<file path="config.mk">
export PLATFORM = sky130hd
export DESIGN_NAME = instr_fetch_loader_flat
export DESIGN_NICKNAME = d
export VERILOG_FILES = /design/src/rtl/instr_fetch_loader_if.sv /design/src/rtl/instr_fetch_loader.sv /design/src/flat_wrapper.sv
export SDC_FILE = /design/constraint.sdc
export NUM_CORES = 1
export LEC_CHECK = 0
export CAP_MARGIN = 30
export CORE_UTILIZATION = 24
export CTS_CLUSTER_DIAMETER = 200
export DETAILED_ROUTE_END_ITERATION = 16
export GPL_TIMING_DRIVEN = 1
export SYNTH_ARGS = -nofsm -noshare
export SYNTH_HDL_FRONTEND = slang
export SYNTH_SLANG_ARGS = --single-unit
</file>
<file path="constraint.sdc">
create_clock -name clk -period 6.5 [get_ports clk]
set_input_delay 0.65 -clock clk [delete_from_list [all_inputs] [get_ports clk]]
set_output_delay 0.65 -clock clk [all_outputs]
set_load 0.05 [all_outputs]
</file>
<file path="src/rtl/instr_fetch_loader_if.sv">
// Bus bundle between the instruction fetch/loader and its neighbours:
// boot byte stream, instruction RAM port, PC input and instruction outputs.
interface instr_fetch_loader_if #(
    parameter int DATA_WIDTH = 16,
    parameter int ADDR_WIDTH = 8
);
    logic                    load_valid;
    logic [7:0]              load_data;
    logic                    load_last;
    logic                    load_ready;
    logic                    boot_skip;
    logic                    core_reset;
    logic [DATA_WIDTH-1:0]   pc;
    logic [ADDR_WIDTH-1:0]   imem_addr;
    logic                    imem_we;
    logic [2*DATA_WIDTH-1:0] imem_wdata;
    logic [2*DATA_WIDTH-1:0] imem_rdata;
    logic [DATA_WIDTH-1:0]   opcode;
    logic [DATA_WIDTH-1:0]   operand;
    logic                    instr_valid;
    logic                    load_error;
    logic [31:0]             instr_count;

    // Loader side
    modport master (
        input  load_valid, load_data, load_last, boot_skip, pc, imem_rdata,
        output load_ready, core_reset, imem_addr, imem_we, imem_wdata,
               opcode, operand, instr_valid, load_error, instr_count
    );

    // Environment side (byte source, RAM, PC/ALU)
    modport slave (
        output load_valid, load_data, load_last, boot_skip, pc, imem_rdata,
        input  load_ready, core_reset, imem_addr, imem_we, imem_wdata,
               opcode, operand, instr_valid, load_error, instr_count
    );
endinterface

</file>
<file path="src/rtl/instr_fetch_loader.sv">
// Boot loader and instruction fetch front end. Loads a big-endian byte image
// into the instruction RAM while holding the core in reset, releases the core,
// then fetches at the PC and squashes the wrong-path word after a redirect.
module instr_fetch_loader #(
    parameter int                    DATA_WIDTH = 16,
    parameter int                    ADDR_WIDTH = 8,
    parameter logic [DATA_WIDTH-1:0] NOP_OPCODE = 16'h0000
) (
    input  logic                  clk,
    input  logic                  reset,
    instr_fetch_loader_if.master  bus
);
    localparam int WORD_W = 2 * DATA_WIDTH;

    typedef enum logic [1:0] {S_LOAD, S_RELEASE, S_RUN} state_e;

    state_e                  state_q, state_d;
    logic [1:0]              byte_cnt_q, byte_cnt_d;
    // Extra MSB marks "RAM full": further bytes are dropped, never wrapped.
    logic [ADDR_WIDTH:0]     word_cnt_q, word_cnt_d;
    logic [23:0]             byte_buf_q, byte_buf_d;
    logic                    load_error_q, load_error_d;
    logic [31:0]             instr_count_q, instr_count_d;
    logic                    run_seen_q, run_seen_d;
    logic [DATA_WIDTH-1:0]   pc_prev_q, pc_prev_d;

    logic                    in_load, in_run, accept, ram_full, word_done;
    logic                    squash, issue, no_bytes_yet;
    logic [DATA_WIDTH-1:0]   pc_seq;
    logic [31:0]             asm_word;

    // Datapath decode: byte acceptance, word assembly with zero padding, squash
    always_comb begin
        in_load      = (state_q == S_LOAD);
        in_run       = (state_q == S_RUN) && !reset;
        accept       = in_load && bus.load_valid && !reset;
        ram_full     = word_cnt_q[ADDR_WIDTH];
        word_done    = accept && ((byte_cnt_q == 2'd3) || bus.load_last);
        no_bytes_yet = (byte_cnt_q == 2'd0) && (word_cnt_q == '0);
        pc_seq       = pc_prev_q + {{(DATA_WIDTH-1){1'b0}}, 1'b1};
        // First RUN cycle shows a stale read; a non-sequential PC means the
        // word being presented belongs to the path that was jumped over.
        squash       = !run_seen_q || (bus.pc != pc_seq);
        issue        = in_run && !squash;
        case (byte_cnt_q)
            2'd0:    asm_word = {bus.load_data, 24'h0};
            2'd1:    asm_word = {byte_buf_q[7:0], bus.load_data, 16'h0};
            2'd2:    asm_word = {byte_buf_q[15:0], bus.load_data, 8'h0};
            default: asm_word = {byte_buf_q, bus.load_data};
        endcase
    end

    assign bus.load_ready  = in_load || reset;
    assign bus.core_reset  = (state_q != S_RUN) || reset;
    assign bus.imem_we     = word_done && !ram_full;
    assign bus.imem_addr   = in_load ? word_cnt_q[ADDR_WIDTH-1:0] : bus.pc[ADDR_WIDTH-1:0];
    assign bus.imem_wdata  = WORD_W'(asm_word);
    assign bus.opcode      = issue ? bus.imem_rdata[WORD_W-1:DATA_WIDTH] : NOP_OPCODE;
    assign bus.operand     = issue ? bus.imem_rdata[DATA_WIDTH-1:0] : '0;
    assign bus.instr_valid = issue;
    assign bus.load_error  = load_error_q;
    assign bus.instr_count = instr_count_q;

    // Next-state logic for the LOAD -> RELEASE -> RUN sequence and counters
    always_comb begin
        state_d       = state_q;
        byte_cnt_d    = byte_cnt_q;
        word_cnt_d    = word_cnt_q;
        byte_buf_d    = byte_buf_q;
        load_error_d  = load_error_q;
        run_seen_d    = (state_q == S_RUN);
        pc_prev_d     = bus.pc;
        instr_count_d = issue ? instr_count_q + 32'd1 : instr_count_q;
        case (state_q)
            S_LOAD: begin
                if (accept) begin
                    byte_buf_d = {byte_buf_q[15:0], bus.load_data};
                    byte_cnt_d = bus.load_last ? 2'd0 : byte_cnt_q + 2'd1;
                    if (word_done && !ram_full)
                        word_cnt_d = word_cnt_q + {{ADDR_WIDTH{1'b0}}, 1'b1};
                    if (ram_full)
                        load_error_d = 1'b1;
                    if (bus.load_last)
                        state_d = S_RELEASE;
                end else if (bus.boot_skip && no_bytes_yet) begin
                    state_d = S_RELEASE;
                end
            end
            S_RELEASE: state_d = S_RUN;
            default:   state_d = S_RUN;
        endcase
    end

    // Control registers; reset returns to LOAD with counters and error cleared
    always_ff @(posedge clk) begin
        if (reset) begin
            state_q       <= S_LOAD;
            byte_cnt_q    <= 2'd0;
            word_cnt_q    <= '0;
            load_error_q  <= 1'b0;
            instr_count_q <= 32'd0;
            run_seen_q    <= 1'b0;
        end else begin
            state_q       <= state_d;
            byte_cnt_q    <= byte_cnt_d;
            word_cnt_q    <= word_cnt_d;
            load_error_q  <= load_error_d;
            instr_count_q <= instr_count_d;
            run_seen_q    <= run_seen_d;
        end
    end

    // Data registers: partial-word bytes and the previous PC need no reset
    always_ff @(posedge clk) begin
        byte_buf_q <= byte_buf_d;
        pc_prev_q  <= pc_prev_d;
    end
endmodule
</file>
<file path="src/flat_wrapper.sv">
// flat-port wrapper written by rule: the top's interface ports become plain ports
module instr_fetch_loader_flat 
#(
    parameter int                    DATA_WIDTH = 16,
    parameter int                    ADDR_WIDTH = 8,
    parameter logic [DATA_WIDTH-1:0] NOP_OPCODE = 16'h0000
)
  (clk, reset, bus_load_valid, bus_load_data, bus_load_last, bus_boot_skip, bus_pc, bus_imem_rdata, bus_load_ready, bus_core_reset, bus_imem_addr, bus_imem_we, bus_imem_wdata, bus_opcode, bus_operand, bus_instr_valid, bus_load_error, bus_instr_count);
  instr_fetch_loader_if #(.DATA_WIDTH(DATA_WIDTH), .ADDR_WIDTH(ADDR_WIDTH)) bus_i ();
  input  logic clk;
  input  logic reset;
  input wire logic [$bits(bus_i.load_valid)-1:0] bus_load_valid;
  input wire logic [$bits(bus_i.load_data)-1:0] bus_load_data;
  input wire logic [$bits(bus_i.load_last)-1:0] bus_load_last;
  input wire logic [$bits(bus_i.boot_skip)-1:0] bus_boot_skip;
  input wire logic [$bits(bus_i.pc)-1:0] bus_pc;
  input wire logic [$bits(bus_i.imem_rdata)-1:0] bus_imem_rdata;
  output wire logic [$bits(bus_i.load_ready)-1:0] bus_load_ready;
  output wire logic [$bits(bus_i.core_reset)-1:0] bus_core_reset;
  output wire logic [$bits(bus_i.imem_addr)-1:0] bus_imem_addr;
  output wire logic [$bits(bus_i.imem_we)-1:0] bus_imem_we;
  output wire logic [$bits(bus_i.imem_wdata)-1:0] bus_imem_wdata;
  output wire logic [$bits(bus_i.opcode)-1:0] bus_opcode;
  output wire logic [$bits(bus_i.operand)-1:0] bus_operand;
  output wire logic [$bits(bus_i.instr_valid)-1:0] bus_instr_valid;
  output wire logic [$bits(bus_i.load_error)-1:0] bus_load_error;
  output wire logic [$bits(bus_i.instr_count)-1:0] bus_instr_count;
  assign bus_i.load_valid = bus_load_valid;
  assign bus_i.load_data = bus_load_data;
  assign bus_i.load_last = bus_load_last;
  assign bus_i.boot_skip = bus_boot_skip;
  assign bus_i.pc = bus_pc;
  assign bus_i.imem_rdata = bus_imem_rdata;
  assign bus_load_ready = bus_i.load_ready;
  assign bus_core_reset = bus_i.core_reset;
  assign bus_imem_addr = bus_i.imem_addr;
  assign bus_imem_we = bus_i.imem_we;
  assign bus_imem_wdata = bus_i.imem_wdata;
  assign bus_opcode = bus_i.opcode;
  assign bus_operand = bus_i.operand;
  assign bus_instr_valid = bus_i.instr_valid;
  assign bus_load_error = bus_i.load_error;
  assign bus_instr_count = bus_i.instr_count;
  instr_fetch_loader #(.DATA_WIDTH(DATA_WIDTH), .ADDR_WIDTH(ADDR_WIDTH), .NOP_OPCODE(NOP_OPCODE)) u_core (.clk(clk), .reset(reset), .bus(bus_i));
endmodule
</file>
==> results of run 1 <==
Yosys cell counts, drive strengths merged, types with 12 or more instances:
library cell	n
a21oi	39
and2	43
clkbuf	24
dfxtp	63
edfxtp	24
inv	22
nand2	36
nand3	20
nand4	15
nor2	19
o21ai	26
o31ai	16
or3	14
or4	18
xnor2	12
xor2	13
power by group through the flow:
stage	registers (mW)	logic, mW	clock network, mW
after floorplan	0.594	0.0990	0
after global placement	0.599	0.175	0
after detailed placement	0.599	0.175	0
after CTS	0.587	0.175	0.496
after global routing	0.589	0.186	0.518
final	0.587	0.173	0.481
routing by layer:
metal / vias to the layer above / GRT usage [%] / part of all wire, % / wire length, um
met5: - / 0 / 0 / 0
met4: 0 / 5.89 / 1.9 / 230
met3: 15 / 3.57 / 7.9 / 963
met2: 164 / 19.4 / 43 / 5300
met1: 1939 / 15.8 / 47 / 5720
li1: 2175 / - / - / -
worst max-delay path by stage:
stage,cells past startpoint,end
floorplan,9,bus_opcode[10]
global placement,10,bus_operand[9]
detailed placement,10,bus_opcode[4]
CTS,10,bus_opcode[4]
global route,10,bus_operand[9]
finish,10,bus_opcode[11]
cell families (layout without fill, tap and decap cells):
| logic type | after synthesis | after routing |
|---|---|---|
| AO/OA/AOI/OAI | 117 | 117 |
| XOR/XNOR | 25 | 25 |
| adder cells (fa/ha/maj) | 8 | 8 |
| buffers and inverters | 56 | 210 |
| flip-flops | 87 | 87 |
| multiplexers | 20 | 20 |
| AND/OR/NAND/NOR | 197 | 197 |
worst reg2reg max path: cells and delay by family (launching register included):
kind	cells	cell delay, ns
fa+ha+maj	1	0.30
compound gates	2	0.48
simple gates	5	1.19
buf+inv	2	0.97
flops	1	0.41
layout make-up:
| type | instances | area, sq um | area share [%] |
|---|---|---|---|
| Tap cell | 234 | 293 | 4.34 |
| Timing Repair Buffer | 173 | 1720 | 25.4 |
| Multi-Input combinational cell | 367 | 2400 | 35.6 |
| Inverter | 22 | 82.6 | 1.22 |
| Sequential cell | 87 | 1980 | 29.4 |
| Clock inverter | 5 | 32.5 | 0.482 |
| Clock buffer | 10 | 239 | 3.54 |
sequential cells by signal, summed over array words and instances (netlist names):
signal                  flops
u_core.bus.load_error       1
u_core.run_seen_q           1
u_core.pc_prev_q           16
u_core.state_q              2
u_core.byte_cnt_q           2
u_core.bus.instr_count     32
u_core.byte_buf_q          24
u_core.word_cnt_q           9
stage by stage:
stage	power [mW]	util, %	setup slack (ns)	cell area [sq um]	std cells
2_1_floorplan	0.693	-	2.67	4610	510
3_3_place_gp	0.773	34.5	1.29	6470	883
3_5_place_dp	0.773	34.5	1.33	6470	883
4_1_cts	1.26	35.9	1.32	6750	898
5_1_grt	1.29	35.9	0.970	6750	898
6_report	1.24	35.9	1.35	6750	898
==> qor.csv, run 1 <==
metric,value,unit
status,completed,
largest family of logic cells by synthesized area,simple AND/OR/NAND/NOR gates,
Die W,141,um
Pre-antenna DRT Iters,4,
Crit-path slowest cell,clkdlybuf4s50_1,
Hold Slack,0.448,ns
CP arrival,4.50,ns
r2r endpoint,u_core.bus.instr_count[29],
# diodes,0,
ratio of cells with drive above 1 in the final layout,4.82,%
worst-path fanout max,59,
TritonCTS clock tree,built,
slowest cell delay on critical path,0.81,ns
"delay-heaviest family, CP",buffers and inverters,
most frequent cells in the layout,"168 x clkdlybuf4s50_1, 63 x dfxtp_1, 43 x and2_1, 39 x a21oi_1, 36 x nand2_1",
Post-CTS Setup Bufs,0,
RSZ-0062 raised after global routing,no,
Inserted Clock Buffers,9,
Detailed Route WL,12.2,mm
"Primary FF master, synth",dfxtp_1,
vias in the first global route,4010,
clock tree buffer depth,2,
synth-to-layout area growth,46.2,%
initial antenna violation count,0,
WHS Path Cells,1,
DIE AREA,19800,sq um
CP dominant cell by count,clkdlybuf4s50_1,
reg-to-reg startpoint,u_core.pc_prev_q[0],
Clock Pin Slew Worst Setup and Hold Paths,0.07,ns
CP Capture Type,output pin,
Net Switching,322,uW
Die Ht,141,um
Sequential Power Share,47.3,%
WP buf/inv,4,
maximum VDD drop,98.8,uV
"most common cell after layout, fill and taps aside",clkdlybuf4s50_1,
antenna-violating nets left,0,
Synth async-reset ratio,0,%
Filler cells,1905,
CP Launch Point,bus_pc[14],
Mapped Cells,510,
top cell type's share of synthesized area,27.3,%
Reg2Reg Setup Slack,3.09,ns
Clock Latency Late Sink,0.34,ns
area share of fa/ha/maj cells after synthesis,2.17,%
Max-Cap Viols,0,
Worst Hold Endpoint,u_core.state_q[0],
fmax,0.194,GHz
Clock Power Share,38.7,%
largest cells by area after synthesis,"dfxtp_1 27%, edfxtp_1 16%, and2_1 5.8%",
Comb pwr share,14.0,%
PwrDens,184,nW/um^2
Final Cycle Share,79.3,%
# IOs,170,
vias post-DR,4293,
setup violators final,0,
Post-CTS Resized,0,
internal power,919,uW
post-synthesis compound-gate area fraction,16.4,%
worst setup path category,primary input to output pin,
min-delay src,u_core.state_q[1],
GRT overflow,0,
Iter 0 DRT Violations,200,
Yosys cell types,44,
Min-Delay Path Class,flip-flop to flip-flop,
Worst setup SP type,primary input,
Final Hold Fails,0,
Mapped Nets,579,
NumNets Final,729,
I/O Buffers,169,
"flops & latches, synth",87,
YS warnings,0,
CTS root buffer,clkbuf_16,
routed length per instance,13.6,um
Slew @ Worst Pin,0.896,ns
post-DR vias/cell,4.78,
Initial Utilization,24.6,%
Remaining DRCs,0,
Reg2Reg Depth,10,
crit-path cells,clkdlybuf4s50_1 -> xor2_1 -> nand4_1 -> a2111oi_2 -> o22ai_1 -> or4_1 -> buf_4 -> inv_1 -> and2_1 -> clkdlybuf4s50_1,
Sw Ratio,25.9,%
post-synthesis mux area share,4.61,%
"Slew Viols, Final",0,
sequential area share after synthesis,43.0,%
Static Leak,2.26,nW
Total GRT Usage,12.4,%
core area,18800,sq um
number of synthesized flops with an enable pin,24,
row count,50,
Clock Skew,0.0108,ns
first-pass GRT wire length,19.7,mm
hold_buf cts,0,
CTS H-tree lvls,3,
GP Congestion,0.771,
Post-Synthesis Cell Area,4610,sq um
dpl hpwl,8.81,mm
post-layout min period,5.15,ns
simple-gate area share of the yosys netlist,24.1,%
final setup TNS,0,ns
Worst Path Required,5.85,ns
Clock Sinks,87,
largest net degree at the start of global routing,60,
syn_area_per_cell,9.05,sq um
Synth area leader,dfxtp_1,
Slew HR,40.2,%
Post-Synth XOR/XNOR Area,4.75,%
(Power assumes the default switching activity.)
==> run 2: changes to the inputs <==
Clock period 6.5 ns to 5.39 ns, I/O delays scaled along.
==> qor.csv, run 2 (synthesized netlist as in run 1, its figures left out) <==
metric,value,unit
status,completed,
routed length per instance,13.9,um
TritonCTS clock tree,built,
initial antenna violation count,0,
clock tree buffer depth,2,
Initial Utilization,24.6,%
fmax,0.245,GHz
Clock Latency Late Sink,0.34,ns
largest net degree at the start of global routing,59,
final design area excluding fillers,7120,sq um
NumNets Final,729,
worst setup path category,primary input to output pin,
max reg flops,32,
slowest cell delay on critical path,0.70,ns
vias in the first global route,4099,
Die Ht,141,um
Worst setup SP type,primary input,
PnR worst setup slack,1.30,ns
antenna-violating nets left,0,
GP Congestion,0.773,
# diodes,0,
Final Hold Fails,0,
crit-path cells,clkdlybuf4s50_1 -> xor2_1 -> nand4_1 -> a2111oi_2 -> o22ai_1 -> or4_1 -> inv_1 -> and2_1 -> buf_12,
Total GRT Usage,13.0,%
post-layout min period,4.09,ns
dpl hpwl,9.12,mm
Static Leak,2.44,nW
RSZ-0062 raised after global routing,no,
pre-CTS setup slack,1.25,ns
maximum VDD drop,118,uV
first-pass GRT wire length,20.5,mm
synth-to-layout area growth,54.4,%
CP arrival,3.55,ns
met3 GRT Util,3.87,%
I/O Buffers,169,
Post-CTS Setup Bufs,0,
Remaining DRCs,0,
Crit-path slowest cell,inv_1,
Clock Sinks,87,
DIE AREA,19800,sq um
most frequent cells in the layout,"135 x clkdlybuf4s50_1, 63 x dfxtp_1, 43 x and2_1, 39 x a21oi_1, 36 x nand2_1",
Inserted Clock Buffers,9,
CTS root buffer,clkbuf_16,
Pre-antenna DRT Iters,5,
row count,50,
Hold Slack,0.406,ns
Max-Cap Viols,0,
Clock Pin Slew Worst Setup and Hold Paths,0.06,ns
Final Cycle Share,75.8,%
Area after DPL,6800,sq um
layer with the highest usage,met2,
core area,18800,sq um
final setup TNS,0,ns
Clock Skew,0.00581,ns
met2 Track Usage GR,19.9,%
ratio of cells with drive above 1 in the final layout,9.92,%
Reg2Reg Setup Slack,2.26,ns
Min-Delay Path Class,primary input to flip-flop,
CP Capture Type,output pin,
"most common cell after layout, fill and taps aside",clkdlybuf4s50_1,
Slew HR,37.6,%
PwrDens,221,nW/um^2
GRT overflow,0,
Die W,141,um
hold_buf cts,0,
Worst Path Required,4.85,ns
Post-CTS Resized,0,
Slew @ Worst Pin,0.935,ns
worst-path fanout max,38,
CTS H-tree lvls,3,
post-DR vias/cell,4.90,
# IOs,170,
WP buf/inv,3,
Iter 0 DRT Violations,251,
"Slew Viols, Final",0,
"delay-heaviest family, CP",buffers and inverters,
vias post-DR,4405,
Detailed Route WL,12.5,mm
M1 GR Usage,16.5,%
setup violators final,0,
## run 2: changes by cell type in the layout (fill, tap and decap cells not counted)
cell             previous run  this run
bufinv_16                   0         1
clkinv_2                    2         3
inv_6                       1         0
clkbuf_16                   9        10
clkinvlp_4                  1         0
clkinv_4                    0         1
buf_12                      0        33
inv_4                       1         0
clkdlybuf4s50_1           168       135
## run 2: stage by stage
stage	instances	power, mW	utilization [%]
global placement	883	0.933	36.3
finish	899	1.58	37.9
global route	899	1.64	37.9
detailed placement	883	0.933	36.3
CTS	899	1.60	37.9
floorplan	510	0.836	-
## run 2: layout make-up
class,instances,area (sq um)
tap,234,293
timing repair buffer,173,2050
fill,1895,11600
sequential,87,1980
multi-input combinational,367,2400
clock buffer,11,264
inverter,22,82.6
clock inverter,5,53.8
## run 2: report_power, final
part / switching [mW] / total [mW] / internal [mW] / leakage [nW]
registers: 0.0164 / 0.708 / 0.692 / 0.737
clock network: 0.260 / 0.658 / 0.398 / 0.160
logic: 0.114 / 0.209 / 0.0949 / 1.55
## run 2: metal layers
metal	part of all wire [%]	vias up	wire [um]
li1	-	2187	-
met1	45	2031	5670
met2	44	172	5560
met3	8.0	15	999
met4	2.2	0	278
met5	0	-	0
## run 2: worst paths after layout
check                 startpoint                    endpoint  depth (start not counted)
min                        reset           u_core.run_seen_q                          2
max                   bus_pc[14]              bus_operand[6]                          9
max reg2reg  u_core.pc_prev_q[0]  u_core.bus.instr_count[30]                          9
min reg2reg    u_core.state_q[1]           u_core.state_q[0]                          1
